## src/rtl/mul_arbiter.sv

```systemverilog
// Two-port arbiter in front of a shared pipelined 32x32->64 unsigned multiplier.
// Latency: accept in cycle c -> resp_valid in cycle c+LATENCY+1 (one capture register after the multiplier).
// Backpressure: one operation in flight per port; a port stays ineligible until its response is consumed.
//
// Ports:
//   clk, reset              rising-edge clock, asynchronous active-high reset
//   req_valid/req_ready     per-port request handshake; req_ready is combinational
//   req_a, req_b            per-port 32-bit operands packed {port1, port0}
//   resp_valid/resp_ready   per-port response handshake; resp_valid is registered
//   resp_r                  per-port 64-bit products packed {port1, port0}; registered
//   mul_a, mul_b, mul_issue operands and issue strobe to the external multiplier
//   mul_r                   multiplier product, valid LATENCY cycles after its operands
//   busy                    per-port outstanding-operation flag
//
// Build option: define MUL_ARBITER_ROUND_ROBIN_EN to alternate grants when both
// ports are eligible; otherwise port 0 has fixed priority.
// LATENCY must be in 1..8 and must match the attached multiplier.

module mul_arbiter #(
    parameter int LATENCY = 2
) (
    input  logic          clk,
    input  logic          reset,
    input  logic [1:0]    req_valid,
    output logic [1:0]    req_ready,
    input  logic [63:0]   req_a,
    input  logic [63:0]   req_b,
    output logic [1:0]    resp_valid,
    input  logic [1:0]    resp_ready,
    output logic [127:0]  resp_r,
    output logic [31:0]   mul_a,
    output logic [31:0]   mul_b,
    output logic          mul_issue,
    input  logic [63:0]   mul_r,
    output logic [1:0]    busy
);

    // ------------------------------------------------------------------
    // State
    // ------------------------------------------------------------------
    logic [1:0]         busy_q, busy_d;
    logic [1:0]         resp_valid_q, resp_valid_d;
    logic [127:0]       resp_r_q, resp_r_d;

    // Tag pipeline: bit k describes the operation issued k+1 cycles ago.
    // The top stage lines up with the cycle in which mul_r carries its product.
    logic [LATENCY-1:0] tag_vld_q, tag_vld_d;
    logic [LATENCY-1:0] tag_port_q, tag_port_d;

`ifdef MUL_ARBITER_ROUND_ROBIN_EN
    // Port granted most recently; resets to 1 so port 0 wins the first tie.
    logic               last_q, last_d;
`endif

    // ------------------------------------------------------------------
    // Arbitration
    // ------------------------------------------------------------------
    logic [1:0]         eligible;
    logic [1:0]         grant;
    logic               issue;
    logic               issue_port;

    // A busy port is never eligible, so a response consumed in cycle n can
    // only re-arm the port from cycle n+1 onward.
    assign eligible = req_valid & ~busy_q;

    always_comb begin
        grant = 2'b00;
        if (!reset) begin
`ifdef MUL_ARBITER_ROUND_ROBIN_EN
            if (eligible == 2'b11) begin
                grant = last_q ? 2'b01 : 2'b10;
            end else begin
                grant = eligible;
            end
`else
            if (eligible[0]) begin
                grant = 2'b01;
            end else if (eligible[1]) begin
                grant = 2'b10;
            end
`endif
        end
    end

    // grant only ever selects an eligible (hence valid) port, so every
    // grant is an accept.
    assign req_ready  = grant;
    assign issue      = |(req_valid & grant);
    assign issue_port = grant[1];
    assign mul_issue  = issue;

    always_comb begin
        mul_a = 32'd0;
        mul_b = 32'd0;
        if (issue) begin
            if (issue_port) begin
                mul_a = req_a[63:32];
                mul_b = req_b[63:32];
            end else begin
                mul_a = req_a[31:0];
                mul_b = req_b[31:0];
            end
        end
    end

`ifdef MUL_ARBITER_ROUND_ROBIN_EN
    always_comb begin
        last_d = last_q;
        if (issue) begin
            last_d = issue_port;
        end
    end
`endif

    // ------------------------------------------------------------------
    // Tag pipeline and response capture
    // ------------------------------------------------------------------
    logic               cap_vld;
    logic               cap_port;
    logic [1:0]         resp_hs;

    assign cap_vld  = tag_vld_q[LATENCY-1];
    assign cap_port = tag_port_q[LATENCY-1];
    assign resp_hs  = resp_valid_q & resp_ready;

    always_comb begin
        tag_vld_d     = '0;
        tag_port_d    = '0;
        tag_vld_d[0]  = issue;
        tag_port_d[0] = issue_port;
        for (int k = 1; k < LATENCY; k++) begin
            tag_vld_d[k]  = tag_vld_q[k-1];
            tag_port_d[k] = tag_port_q[k-1];
        end
    end

    // Capture and consume can never target the same port in one cycle: a
    // port with a pending capture is busy and its previous response was
    // already consumed before it could be granted again.
    always_comb begin
        busy_d       = busy_q;
        resp_valid_d = resp_valid_q;
        resp_r_d     = resp_r_q;

        busy_d       = busy_d & ~resp_hs;
        resp_valid_d = resp_valid_d & ~resp_hs;

        if (cap_vld) begin
            if (cap_port) begin
                resp_valid_d[1]   = 1'b1;
                resp_r_d[127:64]  = mul_r;
            end else begin
                resp_valid_d[0]   = 1'b1;
                resp_r_d[63:0]    = mul_r;
            end
        end

        busy_d = busy_d | (req_valid & grant);
    end

    // ------------------------------------------------------------------
    // Registers
    // ------------------------------------------------------------------
    always_ff @(posedge clk or posedge reset) begin
        if (reset) begin
            busy_q       <= 2'b00;
            resp_valid_q <= 2'b00;
            resp_r_q     <= '0;
            tag_vld_q    <= '0;
            tag_port_q   <= '0;
        end else begin
            busy_q       <= busy_d;
            resp_valid_q <= resp_valid_d;
            resp_r_q     <= resp_r_d;
            tag_vld_q    <= tag_vld_d;
            tag_port_q   <= tag_port_d;
        end
    end

`ifdef MUL_ARBITER_ROUND_ROBIN_EN
    always_ff @(posedge clk or posedge reset) begin
        if (reset) begin
            last_q <= 1'b1;
        end else begin
            last_q <= last_d;
        end
    end
`endif

    assign busy       = busy_q;
    assign resp_valid = resp_valid_q;
    assign resp_r     = resp_r_q;

endmodule
```

## config.mk

```make
export PLATFORM = sky130hd
export DESIGN_NAME = mul_arbiter
export DESIGN_NICKNAME = d
export VERILOG_FILES = /design/src/rtl/mul_arbiter.sv
export SDC_FILE = /design/constraint.sdc
export NUM_CORES = 1
export LEC_CHECK = 0
export CAP_MARGIN = 10
export CORE_AREA = 2 2 153 155
export CTS_CLUSTER_DIAMETER = 40
export DETAILED_ROUTE_END_ITERATION = 6
export DIE_AREA = 0 0 155 157
export PLACE_DENSITY = 0.76
export SYNTH_ARGS = -nofsm -noshare
export SYNTH_HDL_FRONTEND = slang
export SYNTH_SLANG_ARGS = --single-unit
```

## constraint.sdc

```tcl
create_clock -name clk -period 4.8 [get_ports clk]
set_input_delay 0.48 -clock clk [delete_from_list [all_inputs] [get_ports clk]]
set_output_delay 0.48 -clock clk [all_outputs]
set_load 0.01 [all_outputs]
```

### Word level (Yosys, flattened, before mapping)

Cells that the tools add are included.

* bits in registers: 136
* input port bits: 198
* output and inout port bits: 199
* logic and storage cells: 28

* mux-type cells: 10
* bitwise gates (word level): 9
* reductions and logical operators: 3

Operator list (number)
* 2-to-1 mux 32 bit: 4
* bitwise AND 2 bit: 5
* 2-to-1 mux 2 bit: 4
* NOT 2 bit: 2
* AND reduction 2 bit: 2
* 2-to-1 mux 1 bit: 2
* bitwise OR 2 bit: 1
* OR reduction 2 bit: 1
* NOT 1 bit: 1

### Longest topological paths before layout

* word-level depth: 8
* depth in mapped cells: 4
* gate-level depth less buffers: 2

### Worst setup path after synthesis

Ideal clock, no wire load.

* path kind: input port to output port
* start: in reset
* end: out req_ready[1]
* data arrival time: 4.048 ns
* required time: 4.320 ns
* slack: 0.272 ns
* stages on the path: 3
* buffers on the path: 1
* cells stage by stage: buf_2 inv_1 and3_1

* word-level cells in the longest chain between the ends: 1

RTL lines
* start: declaration: line 23 `input logic reset,`
* 2-to-1 mux 2 bit: line 69 `if (!reset) begin`
* end: declaration: line 25 `output logic [1:0] req_ready,`

No other way between the ends.

### Worst setup path after layout

* start: in req_valid[1]
* end: out mul_b[5]

* word-level cells in the longest chain between the ends: 7
* elaborated cells between the ends (all ways): 8
* those cells by class: 5 x mux; 2 x bitwise; 1 x reduce/logical

RTL lines
* start: declaration: line 24 `input logic [1:0] req_valid,`
* bitwise AND 2 bit: line 65 `assign eligible = req_valid & ~busy_q;`
* 2-to-1 mux 2 bit: line 79 `end else if (eligible[1]) begin`
* 2-to-1 mux 2 bit: line 77 `if (eligible[0]) begin`
* 2-to-1 mux 2 bit: line 69
* bitwise AND 2 bit: line 89 `assign issue = |(req_valid & grant);`
* OR reduction 2 bit: line 89
* 2-to-1 mux 32 bit (*): line 96 `if (issue) begin`
* end: declaration: line 32 `output logic [31:0] mul_b,`

Mark *: on every way between the ends. The rest lies on a longest branch, timed or not.

==> impl_metrics.yaml <==
timing:
  max_slew_margin_pct: 31.4
  fin_crit_sh_pct: 64.3
  worst_pin_slew_ps: 1030
  max_freq_mhz: 324
  grt_setup_unrepaired: "no"
  hold_viol: 0
  finClkSkew_ps: 8.81
  holdWs_ps: 347
  finalSetupTns_ps: 0
  drv_slew: 0
  setup_violations: 0
  min_period_ps: 3090
clocking:
  clk_latency_ps: 400
  cts_buffer_depth: 2
  cts_hold_buf: 0
  clockRootBuffer: "clkbuf_16"
  cts-buffers-inserted: 17
  htreeDepth: 4
  path_clk_slew_ps: 50
  clkSinkCount: 136
  cts_tree: "built"
  post_cts_buffers: 0
  cts-resized-gates: 0
worst_setup_path:
  path_class: "in2out"
  cp.required_ps: 4320
  crit_chain: "clkdlybuf4s50_1 -> nor2b_4 -> buf_4 -> a32o_1 -> clkdlybuf4s50_1"
  path_max_fanout: 66
  r2r_cells: 3
  slowest_stage: "clkdlybuf4s50_1"
  crit_family: "buffers and inverters"
  critPathCaptureType: "output pin"
  start_kind: "input pin"
  cpMostUsedCell: "clkdlybuf4s50_1"
  cp.arrival_ps: 2610
  cp.depth: 5
  crit_path_max_incr_delay_ps: 590
  worst-path-buf-inv: 3
die:
  rows: 55
  pin_count: 397
  die_w_um: 155
  die_area_um2: 24300
  die_h_um: 157
  initial_core_util_pct: 27.9
  coreArea_um2: 22500
cells_and_area:
  n_fill_cell: 2035
  multiInputGateArea_um2: 2600
  synthToLayoutAreaGrowth_pct: 74.9
  drive_above_1_share_pct: 14.4
  fin_nets: 1028
  seq_area_um2: 3400
routing:
  viasPerCell: 4.72
  drc: 4
  antenna_left: 0
  wl_per_cell_um: 19.5
  drtPass1Iterations: 7
  drt_first_iter_violations: 207
  vias: 5313
  drt-total-wl_um: 22000
min_path:
  hp-class: "reg2reg"
  whs_path_depth: 0
placement:
  portBuffers: 396
  dp_hpwl_um: 16300
  gp_congestion: 0.759
run_status:
  status: "finished, violations left"
  violations: "design-rule violations"
global_route:
  gr-usage-all-layers_pct: 17.5
  grt_max_degree: 79
  grt_pass1_vias: 5640
  antenna_found_initial: 1
  grt_pass1_wl_um: 32700
  gr-total-overflow: 0
logic_synthesis:
  syn-num-nets: 649
  synthCells: 451
  avgSynthCellArea_um2: 13.9
  ys_seq_area_share_pct: 54.2
  ys_ff_latch: 136
  synth_area_um2: 6280
  ys_types: 19
  yosysWarnings: 0
power_and_ir_drop:
  leakage_uw: 0.00428
  ir_drop_uv: 232
  powerDensity_nw_per_um2: 551
run:
  drv_cap: 0
metrics by stage:
step | utilization [%] | cell area [µm²] | worst slack [ps] | instances | total power [µW]
6_report | 48.8 | 11000 | 1710 | 1126 | 6050
5_1_grt | 48.8 | 11000 | 1600 | 1125 | 6370
3_3_place_gp | 46.2 | 10400 | 1740 | 1096 | 4710
4_1_cts | 48.8 | 11000 | 1700 | 1125 | 6140
2_1_floorplan | - | 6280 | 272 | 451 | 3090
3_5_place_dp | 46.2 | 10400 | 1710 | 1096 | 4790
power by group:
| part | internal (µW) | switching, µW |
|---|---|---|
| registers | 1720 | 292 |
| clock network | 826 | 495 |
| logic | 1670 | 1050 |
| total | 4210 | 1840 |
layer usage:
metal	vias up	track usage [%]	wire, µm
met3	21	6.99	2130
met5	-	0	0
met2	259	33.7	11900
met1	2606	17.3	7640
li1	2427	-	-
met4	0	4.72	349
cells in the final DEF, fill, tap and decap left out:
cell type	Yosys	routed
a21o_1	2	2
a21oi_1	1	1
a32o_1	65	65
and3_1	1	1
buf_12	0	1
buf_2	20	1
buf_4	7	5
bufinv_16	0	3
clkbuf_16	0	17
clkbuf_8	0	1
clkdlybuf4s50_1	0	395
clkinv_2	0	3
clkinv_4	0	3
dfrtp_1	136	136
diode_2	0	1
inv_1	3	2
inv_6	0	3
mux2_1	49	49
mux2_2	79	79
nand2_1	3	2
nand2_2	0	1
nand2b_1	1	1
nand2b_4	1	1
nor2b_1	65	64
nor2b_4	0	2
nor3b_4	0	1
o21ai_0	1	1
kinds of logic after synthesis:
family / count (synthesis) / share of synthesized area [%]
flip-flops: 136 / 54.2
multiplexers: 128 / 22.9
AND/OR/NAND/NOR: 73 / 7.41
AO/OA/AOI/OAI: 69 / 10.8
buffers and inverters: 45 / 4.70
final timing paths:
path | startpoint | endpoint | slack (ps)
setup / recovery | req_valid[1] | mul_b[5] | 1710
hold / removal | tag_vld_q[0] | tag_vld_q[1] | 350
setup reg to reg | tag_port_q[1] | resp_r[14] | 2460
hold reg to reg | tag_vld_q[0] | tag_vld_q[1] | 350
max in group asynchronous | reset | resp_r[96] | 2950
min in group asynchronous | reset | resp_r[122] | 470
sequential cells by signal, indices dropped and copies added (netlist names):
signal      cells
busy            2
resp_r        128
tag_port_q      2
resp_valid      2
tag_vld_q       2
synth_stat cells:
library cell,instances,area (µm²)
buf_4,7,52.6
buf_2,20,100
buf_6,10,113
clkbuf_1,5,18.8
nand2_1,3,11.3
nor2b_1,65,407
a21oi_1,1,5.00
a32o_1,65,651
nand2b_1,1,6.26
nor3b_2,1,12.5
mux2_2,79,890
dfrtp_1,136,3400
mux2_1,49,552
nor2b_2,1,8.76
and3_1,1,6.26
a21o_1,2,15.0
nand2b_4,1,13.8
inv_1,3,11.3
o21ai_0,1,5.00
area by class of cell:
class | count | area share [%]
timing repair buffer | 402 | 36.6
sequential | 136 | 31.0
tap | 285 | 3.25
clock inverter | 11 | 1.36
antenna | 1 | 0.0228
multi-input combinational | 270 | 23.7
clock buffer | 18 | 4.00
inverter | 3 | 0.148
No activity file was read; power rests on OpenSTA's default activity.
